$ cat config.mk
export PLATFORM = sky130hd
export DESIGN_NAME = lcd_hd44780_writer_flat
export DESIGN_NICKNAME = d
export VERILOG_FILES = /design/src/rtl/lcd_hd44780_writer_if.sv /design/src/rtl/lcd_hd44780_writer.sv /design/src/flat_wrapper.sv
export SDC_FILE = /design/constraint.sdc
export NUM_CORES = 1
export LEC_CHECK = 0
export CORE_MARGIN = 2
export CORE_UTILIZATION = 50
export DETAILED_ROUTE_END_ITERATION = 6
export GPL_TIMING_DRIVEN = 0
export PLACE_DENSITY = 0.76
export SYNTH_ARGS = -nofsm -noshare
export SYNTH_HDL_FRONTEND = slang
export SYNTH_SLANG_ARGS = --single-unit
$ cat constraint.sdc
create_clock -name disp_clk -period 3.95 [get_ports disp_clk]
set_input_delay 0.5925 -clock disp_clk [delete_from_list [all_inputs] [get_ports disp_clk]]
set_output_delay 0.5925 -clock disp_clk [all_outputs]
set_load 0.1 [all_outputs]
$ cat src/rtl/lcd_hd44780_writer_if.sv
// HD44780 8-bit write-only LCD bus bundle.
// master: driver side (rs, rw, en, data out); slave: panel side (inputs).
interface lcd_hd44780_writer_if;
    logic       disp_rs;
    logic       disp_rw;
    logic       disp_en;
    logic [7:0] disp_data;

    modport master (
        output disp_rs,
        output disp_rw,
        output disp_en,
        output disp_data
    );

    modport slave (
        input disp_rs,
        input disp_rw,
        input disp_en,
        input disp_data
    );
endinterface

$ cat src/rtl/lcd_hd44780_writer.sv
// Drives a 32-char frame onto a 16x2 HD44780 LCD (8-bit, write-only).
// Ports: disp_clk, disp_async_rst (async, active-low), text[255:0],
//   bus (lcd_hd44780_writer_if.master), ready, frame_done.
// Optional: LCD_CHANGE_ONLY_EN defined -> idle until text differs.
module lcd_hd44780_writer #(
    parameter int unsigned TICK_DIV      = 32768,
    parameter int unsigned POWERON_TICKS = 24,
    parameter int unsigned CLEAR_TICKS   = 4
) (
    input  logic                        disp_clk,
    input  logic                        disp_async_rst,
    input  logic [255:0]                text,
    lcd_hd44780_writer_if.master        bus,
    output logic                        ready,
    output logic                        frame_done
);
    localparam int CW = (TICK_DIV > 1) ? $clog2(TICK_DIV) : 1;

    typedef enum logic [2:0] {
        PWR_WAIT,
        INIT,
        CLR_WAIT,
        SET_L1,
        LINE1,
        SET_L2,
        LINE2
`ifdef LCD_CHANGE_ONLY_EN
        , IDLE
`endif
    } state_t;

    typedef enum logic [1:0] {
        PH_A,
        PH_B,
        PH_C
    } phase_t;

    logic [CW-1:0]   div_cnt;
    logic            tick;
    state_t          state;
    phase_t          ph;
    logic [3:0]      idx;
    logic [3:0]      nidx;
    logic [15:0]     wait_cnt;
    logic [31:0][7:0] fb;
    logic            rs_q;
    logic            en_q;
    logic [7:0]      data_q;

    assign nidx          = idx + 4'd1;
    assign bus.disp_rs   = rs_q;
    assign bus.disp_rw   = 1'b0;
    assign bus.disp_en   = en_q;
    assign bus.disp_data = data_q;

    function automatic logic [7:0] init_cmd(input logic [2:0] i);
        logic [7:0] c;
        unique case (i)
            3'd0, 3'd1, 3'd2, 3'd3: c = 8'h38;
            3'd4:                   c = 8'h08;
            3'd5:                   c = 8'h01;
            3'd6:                   c = 8'h06;
            3'd7:                   c = 8'h0C;
        endcase
        return c;
    endfunction

    // Registered tick: one cycle after the counter hits TICK_DIV-1.
    always_ff @(posedge disp_clk or negedge disp_async_rst) begin
        if (!disp_async_rst) begin
            div_cnt <= '0;
            tick    <= 1'b0;
        end else begin
            tick <= (div_cnt == CW'(TICK_DIV - 1));
            if (div_cnt == CW'(TICK_DIV - 1))
                div_cnt <= '0;
            else
                div_cnt <= div_cnt + 1'b1;
        end
    end

    // Each tick moves one bus phase; the C-phase exit tick also
    // loads the next byte (entering its phase A) or a wait state.
    // fb is indexed {line1, ~char}: fb[31] is the first line-1 char.
    always_ff @(posedge disp_clk or negedge disp_async_rst) begin
        if (!disp_async_rst) begin
            state      <= PWR_WAIT;
            ph         <= PH_A;
            idx        <= '0;
            wait_cnt   <= '0;
            fb         <= '0;
            rs_q       <= 1'b0;
            en_q       <= 1'b0;
            data_q     <= 8'h00;
            ready      <= 1'b0;
            frame_done <= 1'b0;
        end else begin
            frame_done <= 1'b0;
            if (tick) begin
                case (state)
                    PWR_WAIT: begin
                        if (wait_cnt == 16'(POWERON_TICKS - 1)) begin
                            wait_cnt <= '0;
                            state    <= INIT;
                            idx      <= '0;
                            ph       <= PH_A;
                            rs_q     <= 1'b0;
                            data_q   <= 8'h38;
                        end else begin
                            wait_cnt <= wait_cnt + 16'd1;
                        end
                    end
                    CLR_WAIT: begin
                        if (wait_cnt == 16'(CLEAR_TICKS - 1)) begin
                            wait_cnt <= '0;
                            state    <= INIT;
                            idx      <= 4'd6;
                            ph       <= PH_A;
                            data_q   <= init_cmd(3'd6);
                        end else begin
                            wait_cnt <= wait_cnt + 16'd1;
                        end
                    end
`ifdef LCD_CHANGE_ONLY_EN
                    IDLE: begin
                        if (text != fb) begin
                            fb     <= text;
                            state  <= SET_L1;
                            idx    <= '0;
                            ph     <= PH_A;
                            rs_q   <= 1'b0;
                            data_q <= 8'h80;
                        end
                    end
`endif
                    default: begin
                        unique case (ph)
                            PH_A: begin
                                en_q <= 1'b1;
                                ph   <= PH_B;
                            end
                            PH_B: begin
                                en_q <= 1'b0;
                                ph   <= PH_C;
                            end
                            default: begin
                                ph <= PH_A;
                                case (state)
                                    INIT: begin
                                        if (idx == 4'd5) begin
                                            state    <= CLR_WAIT;
                                            wait_cnt <= '0;
                                        end else if (idx == 4'd7) begin
                                            ready  <= 1'b1;
                                            fb     <= text;
                                            state  <= SET_L1;
                                            idx    <= '0;
                                            data_q <= 8'h80;
                                        end else begin
                                            idx    <= nidx;
                                            data_q <= init_cmd(nidx[2:0]);
                                        end
                                    end
                                    SET_L1: begin
                                        state  <= LINE1;
                                        idx    <= '0;
                                        rs_q   <= 1'b1;
                                        data_q <= fb[31];
                                    end
                                    LINE1: begin
                                        if (idx == 4'd15) begin
                                            state  <= SET_L2;
                                            idx    <= '0;
                                            rs_q   <= 1'b0;
                                            data_q <= 8'hC0;
                                        end else begin
                                            idx    <= nidx;
                                            data_q <= fb[{1'b1, ~nidx}];
                                        end
                                    end
                                    SET_L2: begin
                                        state  <= LINE2;
                                        idx    <= '0;
                                        rs_q   <= 1'b1;
                                        data_q <= fb[15];
                                    end
                                    LINE2: begin
                                        if (idx == 4'd15) begin
                                            frame_done <= 1'b1;
                                            idx        <= '0;
                                            rs_q       <= 1'b0;
`ifdef LCD_CHANGE_ONLY_EN
                                            state      <= IDLE;
`else
                                            fb         <= text;
                                            state      <= SET_L1;
                                            data_q     <= 8'h80;
`endif
                                        end else begin
                                            idx    <= nidx;
                                            data_q <= fb[{1'b0, ~nidx}];
                                        end
                                    end
                                    default: state <= PWR_WAIT;
                                endcase
                            end
                        endcase
                    end
                endcase
            end
        end
    end
endmodule

$ cat src/flat_wrapper.sv
// flat-port wrapper written by rule: the top's interface ports become plain ports
module lcd_hd44780_writer_flat 
#(
    parameter int unsigned TICK_DIV      = 32768,
    parameter int unsigned POWERON_TICKS = 24,
    parameter int unsigned CLEAR_TICKS   = 4
)
  (disp_clk, disp_async_rst, text, ready, frame_done, bus_disp_rs, bus_disp_rw, bus_disp_en, bus_disp_data);
  lcd_hd44780_writer_if bus_i ();
  input  logic disp_clk;
  input  logic disp_async_rst;
  input  logic [255:0] text;
  output logic ready;
  output logic frame_done;
  output wire logic [$bits(bus_i.disp_rs)-1:0] bus_disp_rs;
  output wire logic [$bits(bus_i.disp_rw)-1:0] bus_disp_rw;
  output wire logic [$bits(bus_i.disp_en)-1:0] bus_disp_en;
  output wire logic [$bits(bus_i.disp_data)-1:0] bus_disp_data;
  assign bus_disp_rs = bus_i.disp_rs;
  assign bus_disp_rw = bus_i.disp_rw;
  assign bus_disp_en = bus_i.disp_en;
  assign bus_disp_data = bus_i.disp_data;
  lcd_hd44780_writer #(.TICK_DIV(TICK_DIV), .POWERON_TICKS(POWERON_TICKS), .CLEAR_TICKS(CLEAR_TICKS)) u_core (.disp_clk(disp_clk), .disp_async_rst(disp_async_rst), .text(text), .bus(bus_i), .ready(ready), .frame_done(frame_done));
endmodule
==> reports/metrics.yaml <==
yosys:
  mappedNetlistArea_um2: 15800
  syn_area_per_cell_um2: 15.2
  synth-edff-count: 0
  synth_cells: 1038
  async_flop_share_pct: 100
  synth_seq_cells: 309
  yosysSeqAreaShare_pct: 49.0
  muxShareOfSynthArea_pct: 33.9
  yosys.area_share.simple_pct: 5.75
  synth-xor-area-share_pct: 1.48
  synthDistinctLibCells: 66
  synth_nets: 1302
  synth_compound_area_share_pct: 4.57
  synth_fa_ha_area_share_pct: 0.476
  ys_warn_count: 0
  synth_top_family_by_area: "multiplexers"
  synth_ff_type: "dfrtp_1"
critical_path:
  worstSetupPathType: "register to register"
  critPathLaunchType: "register"
  r2r_cells: 11
  r2r_end: "u_core.bus.disp_data[2]"
  critPathMaxFanout: 10
  worst_ep_required_time_ns: 4.35
  r2r-start: "u_core.idx[0]"
  arrival_ns: 4.27
  end_kind: "register"
  ff2ff_setup_slack_ns: 0.08
sta:
  rsz0062_at_grt: "false"
  setup_viol_count_final: 0
  relSlewSlack_pct: 16.8
  tns_ns: 0
  min_period_ns: 3.87
  period_share_pct: 97.9
  skew_ns: 0.0152
  worst_pin_slew_ns: 1.24
  slew_violations: 0
  fmax_ghz: 0.259
  whs_ns: 0.0352
  hold_viol_final: 0
pwr:
  power.leakage_nw: 9.23
  p_per_area_nw_per_um2: 360
  ir_drop_mv: 0.291
layout:
  layout.nets: 1610
  fillerInstances: 2256
  area_delta_synth_final_pct: 28.3
  mostFrequentLayoutCell: "dfrtp_1"
  drive_above_1_share_pct: 32.5
  mostFrequentLayoutCells: "309 x dfrtp_1, 268 x clkdlybuf4s50_1, 240 x mux2_4"
detailed_routing:
  drt_pass1_iterations: 5
  wl_mm: 46.0
  vias_per_cell: 5.82
  vias: 10361
  postRouteAntennaNets: 0
  drc: 0
  wl_per_cell_um: 25.8
  drtIter0Drc: 841
job:
  drv_cap: 0
grt:
  overflow: 0
  grt_pass1_vias: 11002
  grt_pass1_wl_mm: 69.9
  grt.total_usage_pct: 28.5
  grt_max_degree: 122
  antenna_found_initial: 9
placement:
  io_buffers: 269
  finalWeightedCongestion: 0.962
  dp_hpwl_mm: 33.6
die:
  die_height_um: 182
  num_io_pins: 271
  rows: 65
  coreArea_um2: 31300
  die_w_um: 182
  die_area_um2: 33000
  start_util_pct: 50.4
clock_tree:
  cts_buffers: 35
  clock-sinks: 309
  cts-root-buf: "clkbuf_16"
  clock_latency_ns: 0.53
  clk_pin_slew_worst_paths_ns: 0.07
  clockBufferDepth: 3
  cts_htree_levels: 2
  cts_tree: "done"
worst_hold_path:
  hp-class: "input port to asynchronous set/reset pin"
run_status:
  run_status: "finished clean"
through the flow:
step	setup WS, ns	power (W)	std cells	instance area, um2	util, %
final	0.0836	0.00729	1781	20200	64.6
after global routing	0.0137	0.00753	1780	20200	64.6
after CTS	0.0510	0.00733	1773	20200	64.5
after detailed placement	-0.708	0.00406	1711	19000	60.8
after global placement	-11.03	0.00405	1709	19000	60.6
after floorplan	0.911	0.00365	1038	15800	-
critical path, stage by stage (launching register included):
cell,delay [ns]
dfrtp_1,0.42
buf_4,0.28
buf_6,0.26
buf_4,0.30
inv_1,0.07
ha_1,0.38
buf_4,0.29
clkbuf_4,0.32
mux4_2,0.40
a221oi_1,0.51
o21ai_1,0.17
mux2_2,0.30
cell families (layout without fill, tap and decap cells):
group,count (synthesis),count (layout)
flip-flops,309,309
XOR/XNOR,25,25
AND/OR/NAND/NOR,183,183
AO/OA/AOI/OAI,107,107
other,1,9
adder cells (fa/ha/maj),6,6
buffers and inverters,77,410
multiplexers,330,330
final cells by class:
| class | count | area, um2 | share of cell area [%] |
|---|---|---|---|
| clock buffer | 50 | 1020 | 5.06 |
| clock inverter | 12 | 128 | 0.631 |
| tap | 402 | 503 | 2.49 |
| multi-input combinational | 652 | 7290 | 36.0 |
| timing repair buffer | 271 | 2750 | 13.6 |
| inverter | 11 | 41.3 | 0.204 |
| sequential | 309 | 7730 | 38.2 |
| buffer | 66 | 742 | 3.67 |
| antenna | 8 | 20.0 | 0.0989 |
report_power, final:
part	switching (W)	internal [W]
sequential	0.0000866	0.00330
combinational	0.000185	0.000441
clock	0.00134	0.00194
total	0.00161	0.00568
routing by layer:
layer / track usage [%] / wire, um / vias to the layer above
li1: - / - / 4478
met1: 38.4 / 19200 / 5338
met2: 45.2 / 21700 / 457
met3: 6.98 / 3440 / 88
met4: 10.3 / 1580 / 0
met5: 0 / 0 / -
synth_stat cells (3+ instances only):
cell / n / share of area (%)
clkbuf_1: 15 / 0.36
nor2b_1: 8 / 0.32
nand4_1: 8 / 0.32
nor3_1: 16 / 0.51
buf_12: 22 / 2.8
buf_2: 12 / 0.38
a32o_1: 3 / 0.19
or3_1: 4 / 0.16
nand3_1: 28 / 0.89
a22oi_1: 8 / 0.38
buf_4: 7 / 0.33
dfrtp_1: 309 / 49
a21oi_1: 22 / 0.70
buf_6: 9 / 0.64
o31ai_1: 9 / 0.43
xnor2_1: 9 / 0.50
o211ai_1: 3 / 0.14
xor2_1: 14 / 0.78
mux2i_1: 7 / 0.44
a22o_1: 5 / 0.28
o21ai_0: 24 / 0.76
and3b_1: 3 / 0.17
nor2_1: 41 / 0.98
mux2_4: 240 / 23
a32oi_1: 7 / 0.39
inv_1: 10 / 0.24
ha_1: 6 / 0.48
a21o_1: 4 / 0.19
mux4_2: 65 / 9.3
and3_1: 7 / 0.28
nand2_1: 50 / 1.2
mux2_2: 18 / 1.3
flip-flops by register name, summed over array words and instances, names as in the netlist:
signal,cells
u_core.ready,1
u_core.fb,256
u_core.ph,2
u_core.bus.disp_rs,1
u_core.idx,4
u_core.frame_done,1
u_core.tick,1
u_core.bus.disp_en,1
u_core.state,3
u_core.wait_cnt,16
u_core.bus.disp_data,8
u_core.div_cnt,15
worst max path at each step:
stage	end	from	cells past startpoint	slack, ns
3_5_place_dp	u_core.bus.disp_data[1]	u_core.idx[0]	12	-0.71
4_1_cts	u_core.bus.disp_data[2]	u_core.idx[0]	11	0.05
3_3_place_gp	u_core.div_cnt[9]	disp_async_rst	1	-11.03
2_1_floorplan	u_core.bus.disp_data[2]	u_core.idx[0]	13	0.91
6_report	u_core.bus.disp_data[2]	u_core.idx[0]	11	0.08
5_1_grt	u_core.bus.disp_data[2]	u_core.idx[0]	13	0.01
what timing repair did:
item,CTS,global route
buffers inserted,0,0
endpoints found under the setup margin,5,2
gates resized for setup,13,4
hold buffers,0,0
No activity file was read; power rests on OpenSTA's default activity.
